### src/rtl/view_pkg.sv
// Shared constants and types for the game-view drawing path: screen geometry,
// colour key, arbiter FSM encoding and the draw-engine channel map.
package view_pkg;

  localparam int SCREEN_X_W = 9;
  localparam int SCREEN_Y_W = 8;
  localparam int COLOR_W    = 12;

  localparam logic [COLOR_W-1:0] TRANSPARENT_COLOR = 12'h000;

  typedef enum logic [1:0] {
    IDLE    = 2'd0,
    LOCK    = 2'd1,
    RELEASE = 2'd2
  } arb_state_t;

  localparam int CH_BACKGROUND = 0;
  localparam int CH_GOLD       = 1;
  localparam int CH_STONE      = 2;
  localparam int CH_DIAMOND    = 3;
  localparam int CH_HOOK       = 4;
  localparam int CH_NUM        = 5;

endpackage

### src/rtl/draw_arbiter_rr_pick.sv
// Combinational channel picker: lowest set request in fixed mode, or the first
// set request strictly after the pointer (wrapping) in round-robin mode.
module rr_pick
  import view_pkg::*;
#(
  parameter int NUM_CH = CH_NUM + 1,
  parameter int IDX_W  = (NUM_CH > 1) ? $clog2(NUM_CH) : 1
) (
  input  logic [NUM_CH-1:0] req,
  input  logic [IDX_W-1:0]  pointer,
  input  logic              mode,
  output logic [IDX_W-1:0]  winner,
  output logic              any_req
);

  int         w_idx;
  logic       w_found;

  // Scan NUM_CH candidates in priority order; the first hit wins.
  always_comb begin
    winner  = '0;
    w_found = 1'b0;
    w_idx   = 0;
    for (int k = 0; k < NUM_CH; k++) begin
      w_idx = mode ? ((int'(pointer) + 1 + k) % NUM_CH) : k;
      if (!w_found && req[w_idx[IDX_W-1:0]]) begin
        w_found = 1'b1;
        winner  = w_idx[IDX_W-1:0];
      end
    end
  end

  assign any_req = |req;

endmodule

### src/rtl/draw_arbiter.sv
// Pixel-write arbiter: merges NUM_CH draw engines onto one registered VGA write
// port with a locked grant, per-channel colour-key suppression and a watchdog.
module draw_arbiter
  import view_pkg::*;
#(
  parameter int               NUM_CH      = CH_NUM + 1,
  parameter int               X_W         = SCREEN_X_W,
  parameter int               Y_W         = SCREEN_Y_W,
  parameter int               C_W         = COLOR_W,
  parameter logic [C_W-1:0]   TRANSPARENT = TRANSPARENT_COLOR,
  parameter int               RR_MODE     = 0,
  parameter int               TIMEOUT     = 131072
) (
  input  logic                  clk,
  input  logic                  resetn,
  input  logic [NUM_CH-1:0]     req,
  input  logic [NUM_CH-1:0]     done,
  input  logic [NUM_CH*X_W-1:0] ch_x,
  input  logic [NUM_CH*Y_W-1:0] ch_y,
  input  logic [NUM_CH*C_W-1:0] ch_color,
  input  logic [NUM_CH-1:0]     ch_we,
  input  logic [NUM_CH-1:0]     transp_en,
  output logic [NUM_CH-1:0]     grant,
  output logic [X_W-1:0]        X_out,
  output logic [Y_W-1:0]        Y_out,
  output logic [C_W-1:0]        Color_out,
  output logic                  writeEn,
  output logic                  busy,
  output logic                  timeout_flag
);

  localparam int               IDX_W    = (NUM_CH > 1) ? $clog2(NUM_CH) : 1;
  localparam int               WD_W     = (TIMEOUT > 1) ? $clog2(TIMEOUT) : 1;
  localparam logic [WD_W-1:0]  WD_LAST  = WD_W'((TIMEOUT > 0) ? (TIMEOUT - 1) : 0);
  localparam logic [IDX_W-1:0] PTR_INIT = IDX_W'(NUM_CH - 1);
  localparam logic             MODE     = (RR_MODE != 0);
  localparam logic             WD_EN    = (TIMEOUT != 0);

  arb_state_t        r_state;
  logic [NUM_CH-1:0] r_grant;
  logic [IDX_W-1:0]  r_gidx;
  logic [IDX_W-1:0]  r_ptr;
  logic [WD_W-1:0]   r_wdog;
  logic [X_W-1:0]    r_x;
  logic [Y_W-1:0]    r_y;
  logic [C_W-1:0]    r_c;
  logic              r_we;
  logic              r_tflag;

  logic [IDX_W-1:0]  w_win;
  logic              w_any;
  logic [NUM_CH-1:0] w_onehot;
  logic [X_W-1:0]    w_x;
  logic [Y_W-1:0]    w_y;
  logic [C_W-1:0]    w_c;
  logic              w_chwe;
  logic              w_transp;
  logic              w_done;
  logic              w_req;
  logic              w_key;
  logic              w_wd_hit;
  logic              w_release;

  rr_pick #(
    .NUM_CH (NUM_CH),
    .IDX_W  (IDX_W)
  ) u_pick (
    .req     (req),
    .pointer (r_ptr),
    .mode    (MODE),
    .winner  (w_win),
    .any_req (w_any)
  );

  assign w_onehot = NUM_CH'(1) << w_win;

  // Only the granted channel's slice is visible; every other channel is ignored.
  always_comb begin
    w_x      = '0;
    w_y      = '0;
    w_c      = '0;
    w_chwe   = 1'b0;
    w_transp = 1'b0;
    w_done   = 1'b0;
    w_req    = 1'b0;
    for (int i = 0; i < NUM_CH; i++) begin
      if (r_gidx == IDX_W'(i)) begin
        w_x      = ch_x[i*X_W +: X_W];
        w_y      = ch_y[i*Y_W +: Y_W];
        w_c      = ch_color[i*C_W +: C_W];
        w_chwe   = ch_we[i];
        w_transp = transp_en[i];
        w_done   = done[i];
        w_req    = req[i];
      end
    end
  end

  // Colour key is tested on the incoming pixel, not on the registered one.
  assign w_key     = w_transp & (w_c == TRANSPARENT);
  assign w_wd_hit  = WD_EN & (r_wdog == WD_LAST);
  assign w_release = w_done | ~w_req | w_wd_hit;

  always_ff @(posedge clk or negedge resetn) begin
    if (!resetn) begin
      r_state <= IDLE;
      r_grant <= '0;
      r_gidx  <= '0;
      r_ptr   <= PTR_INIT;
      r_wdog  <= '0;
      r_x     <= '0;
      r_y     <= '0;
      r_c     <= '0;
      r_we    <= 1'b0;
      r_tflag <= 1'b0;
    end else begin
      r_we <= 1'b0;
      case (r_state)
        IDLE: begin
          if (w_any) begin
            r_state <= LOCK;
            r_grant <= w_onehot;
            r_gidx  <= w_win;
            r_wdog  <= '0;
          end
        end
        LOCK: begin
          // The pixel of the releasing cycle is still written.
          r_x  <= w_x;
          r_y  <= w_y;
          r_c  <= w_c;
          r_we <= w_chwe & ~w_key;
          if (r_wdog != '1) begin
            r_wdog <= r_wdog + 1'b1;
          end
          if (w_release) begin
            r_state <= RELEASE;
            r_grant <= '0;
            r_ptr   <= r_gidx;
            if (w_wd_hit && !w_done && w_req) begin
              r_tflag <= 1'b1;
            end
          end
        end
        RELEASE: begin
          r_state <= IDLE;
        end
        default: begin
          r_state <= IDLE;
        end
      endcase
    end
  end

  assign grant        = r_grant;
  assign X_out        = r_x;
  assign Y_out        = r_y;
  assign Color_out    = r_c;
  assign writeEn      = r_we;
  assign busy         = (r_state == LOCK);
  assign timeout_flag = r_tflag;

endmodule

### config.mk
export PLATFORM = sky130hd
export DESIGN_NAME = draw_arbiter
export DESIGN_NICKNAME = d
export VERILOG_FILES = /design/src/rtl/view_pkg.sv /design/src/rtl/draw_arbiter_rr_pick.sv /design/src/rtl/draw_arbiter.sv
export SDC_FILE = /design/constraint.sdc
export NUM_CORES = 1
export LEC_CHECK = 0
export BUFFER_PORTS_ARGS = -buffer_cell sky130_fd_sc_hd__clkbuf_2
export CAP_MARGIN = 40
export CORE_ASPECT_RATIO = 0.75
export CORE_UTILIZATION = 48
export DETAILED_ROUTE_END_ITERATION = 8
export PLACE_DENSITY = 0.88
export SKIP_CTS_REPAIR_TIMING = 1
export SLEW_MARGIN = 20
export SYNTH_ARGS = -nofsm -noshare
export SYNTH_HDL_FRONTEND = slang
export SYNTH_SLANG_ARGS = --single-unit
### constraint.sdc
create_clock -name clk -period 3.7 [get_ports clk]
set_input_delay 0.74 -clock clk [delete_from_list [all_inputs] [get_ports clk]]
set_output_delay 0.74 -clock clk [all_outputs]
set_load 0.01 [all_outputs]
==> flow_summary_export.csv <==
group,metric,value,unit
die,die-area,8626,µm²
cts,htree_levels,3,
route,drt_first_iter_violations,347,
power_and_ir_drop,p_comb_share,55.0,%
power_and_ir_drop,netSwitchingPower,1.693,mW
place,dp_hpwl,9.841,mm
die,die_h,80.69,µm
critical_path,crit_fanout,23,
critical_path,crit_buf_inv,1,
finish,diodes,0,
global_route,grtUsageTotal,30.49,%
logic_synthesis,syn_inst,397,
global_route,grtUsageMet3,8.279,%
global_route,grt_pass1_wl,20.15,mm
critical_path,r2r_cells,7,
global_route,top_usage_layer,"met2",
finish,area_growth,35.90,%
global_route,grtUsageMet2,54.00,%
timing,final.min_clock_period,2924,ps
critical_path,slowest_delay,740,ps
route,vias,4233,
power_and_ir_drop,p_sw_share,44.69,%
cts,cts_buffers,9,
logic_synthesis,ys_warn_count,0,
critical_path,crit_path_start_kind,"register",
worst_hold_path,holdCritPathClass,"in -> async",
logic_synthesis,synth_edf_count,0,
timing,hold_viol_final,0,
global_route,grt_pass1_vias,4193,
timing,fin_tns_setup,0,ps
finish,ff_latch_area,1481,µm²
route,dr.pass1.iters,5,
timing,setup_viol,0,
finish,drive_gt1_share,49.84,%
critical_path,cp-end-kind,"register",
cts,cts_sinks,59,
cts,cts.reportedPaths.clkPinSlew,70,ps
die,io_pins,238,
cts,clock_latency,340,ps
status,outcome,"finished clean",
critical_path,critPathKind,"reg -> reg",
timing,finalClockSkew,8.109,ps
finish,multi_input_area,2305,µm²
die,initial_core_util,49.83,%
logic_synthesis,syn_avg_cell_area,9.981,µm²
logic_synthesis,synth_nets,599,
global_route,grt_max_degree,48,
global_route,grt-ovfl-total,0,
critical_path,required,3930,ps
cts,cts_buffer_depth,2,
power_and_ir_drop,cellPowerDensity,703.4,nW/µm²
place,dp_cells,716,
route,detail_route.wl_per_cell,17.64,µm
timing,slew_headroom,49.85,%
power_and_ir_drop,p_int,2.095,mW
critical_path,crit_chain,"buf_4 > nand3b_1 > o21ai_0 > a222oi_1 > nand4_1 > or4_1 > o31a_1",
timing,rsz0062_at_grt,"no",
critical_path,cp.arrival,3150,ps
cts,cts_tree,"built",
finish,final_area,5385,µm²
power_and_ir_drop,ir_worst_vdd,0.3718,mV
critical_path,critical_path_cell_count,7,
cts,cts_root_buffer,"clkbuf_8",
power_and_ir_drop,p_leak,2.630,nW
logic_synthesis,ys_seq_area_share,37.26,%
place,place_area,5206,µm²
logic_synthesis,yosysUniqueCellTypes,53,
die,die_x,106.9,µm
place,globalplace.congestion,0.8792,
logic_synthesis,async_reset_ff_share,100.0,%
route,ant_nets,0,
timing,slew_viol_final,0,
finish,fillers,613,
finish,stdcell_count,731,
power_and_ir_drop,p_seq_share,30.7,%
critical_path,cp_top_family,"simple AND/OR/NAND/NOR gates",
route,drc,0,
timing,worst_pin_slew,748.1,ps
route,routed_wl,12.89,mm
die,rows,28,
power_and_ir_drop,power.share.clock,14.3,%
route,vias_per_cell,5.791,
logic_synthesis,syn_area,3963,µm²
global_route,grt_util_met1,36.26,%
flow_run,drv_cap,0,
global_route,antenna_found_initial,0,
critical_path,slowest_stage,"dfrtp_2",
place,portBuffers,237,
timing,fmax,0.3420,GHz
finish,layout.nets,824,
logic_synthesis,ys.flop_type,"dfrtp_1",
timing,fin_crit_sh,79.04,%
logic_synthesis,synth_seq_cells,59,
die,fp.coreArea,7953,µm²
[through the flow]
stage | util, % | hold slack [ps] | setup WS, ps | total power [mW]
final | 67.72 | 299.8 | 775.6 | 3.788
after CTS | 67.72 | 307.6 | 799.5 | 3.776
after global routing | 67.72 | 320.5 | 686.5 | 4.032
after floorplan | - | 444.4 | 1221 | 2.576
after global placement | 65.21 | 460.2 | 1042 | 3.140
after detailed placement | 65.47 | 467.0 | 789.6 | 3.233
[Yosys cell counts (3+ instances only)]
master | number | share of area (%)
buf_6 | 3 | 0.85
a22o_1 | 3 | 0.66
buf_2 | 11 | 1.4
xnor2_1 | 3 | 0.66
mux2i_1 | 14 | 3.5
a32o_1 | 3 | 0.76
nand2_1 | 34 | 3.2
clkbuf_1 | 15 | 1.4
a222oi_1 | 7 | 1.8
nand3b_1 | 7 | 1.3
a22oi_1 | 5 | 0.95
mux2_1 | 4 | 1.1
nor2_1 | 56 | 5.3
nand4_1 | 4 | 0.63
nand3_1 | 13 | 1.6
a21oi_1 | 5 | 0.63
a221oi_1 | 18 | 4.0
mux2_2 | 24 | 6.8
dfrtp_1 | 59 | 37
inv_1 | 7 | 0.66
nand2b_1 | 3 | 0.47
nor3_1 | 3 | 0.38
xor2_1 | 9 | 2.0
o21ai_0 | 32 | 4.0
mux4_2 | 19 | 11
[area by class of cell]
class,instances,area share (%)
flip-flops and latches,59,27.51
inverters,8,0.5576
clock buffers,13,3.137
repair buffers,245,23.37
clock inverters,2,0.1859
multi-input cells,299,42.80
well taps,105,2.440
[layout by cell type (no fill, tap or decap), types with 5 or more instances in the layout]
cell type / instances
mux2_2: 24
inv_1: 7
buf_4: 7
nand3b_1: 7
dfrtp_1: 57
nand3_1: 13
nand2_1: 34
a22oi_1: 5
clkbuf_2: 237
nor2_1: 56
mux4_2: 19
clkbuf_8: 12
xor2_1: 9
o21ai_0: 32
a222oi_1: 7
a21oi_1: 5
mux2i_1: 14
a221oi_1: 18
[power groups by stage]
stage                     Clock, mW  Combinational, mW  Sequential, mW
after floorplan                   0               1.50            1.07
after global routing          0.569               2.27            1.20
after detailed placement          0               2.07            1.17
after global placement            0               1.99            1.15
after CTS                     0.547               2.07            1.16
final                         0.543               2.08            1.16
[metal layers]
layer	wire length [µm]	vias to the layer above
met4	223	0
met5	0	-
met1	4960	2026
met2	6569	237
li1	-	1945
met3	1138	25
[cells by family after synthesis]
group	share of synthesized area, %
xor gates and xnor gates	2.653
buffers and inverters	4.705
DFF	37.26
and+or+nand+nor	15.22
AOI/OAI and AO/OA	16.86
muxes	22.67
adders and majority gates	0.6314
[flip-flops by register name (all words and copies together), names as in the netlist]
signal,count
Y_out,8
writeEn,1
grant,6
timeout_flag,1
r_wdog,17
Color_out,12
r_gidx,3
r_state,2
X_out,9
[final timing paths]
kind	from	to	slack, ps
max	r_gidx[1]	writeEn	780
min	resetn	grant[1]	300
max reg2reg	r_gidx[1]	writeEn	780
min reg2reg	Color_out[5]	Color_out[5]	480
max in group asynchronous	resetn	Y_out[3]	2820
min in group clk	Color_out[5]	Color_out[5]	480
No activity file was read; power rests on OpenSTA's default activity.
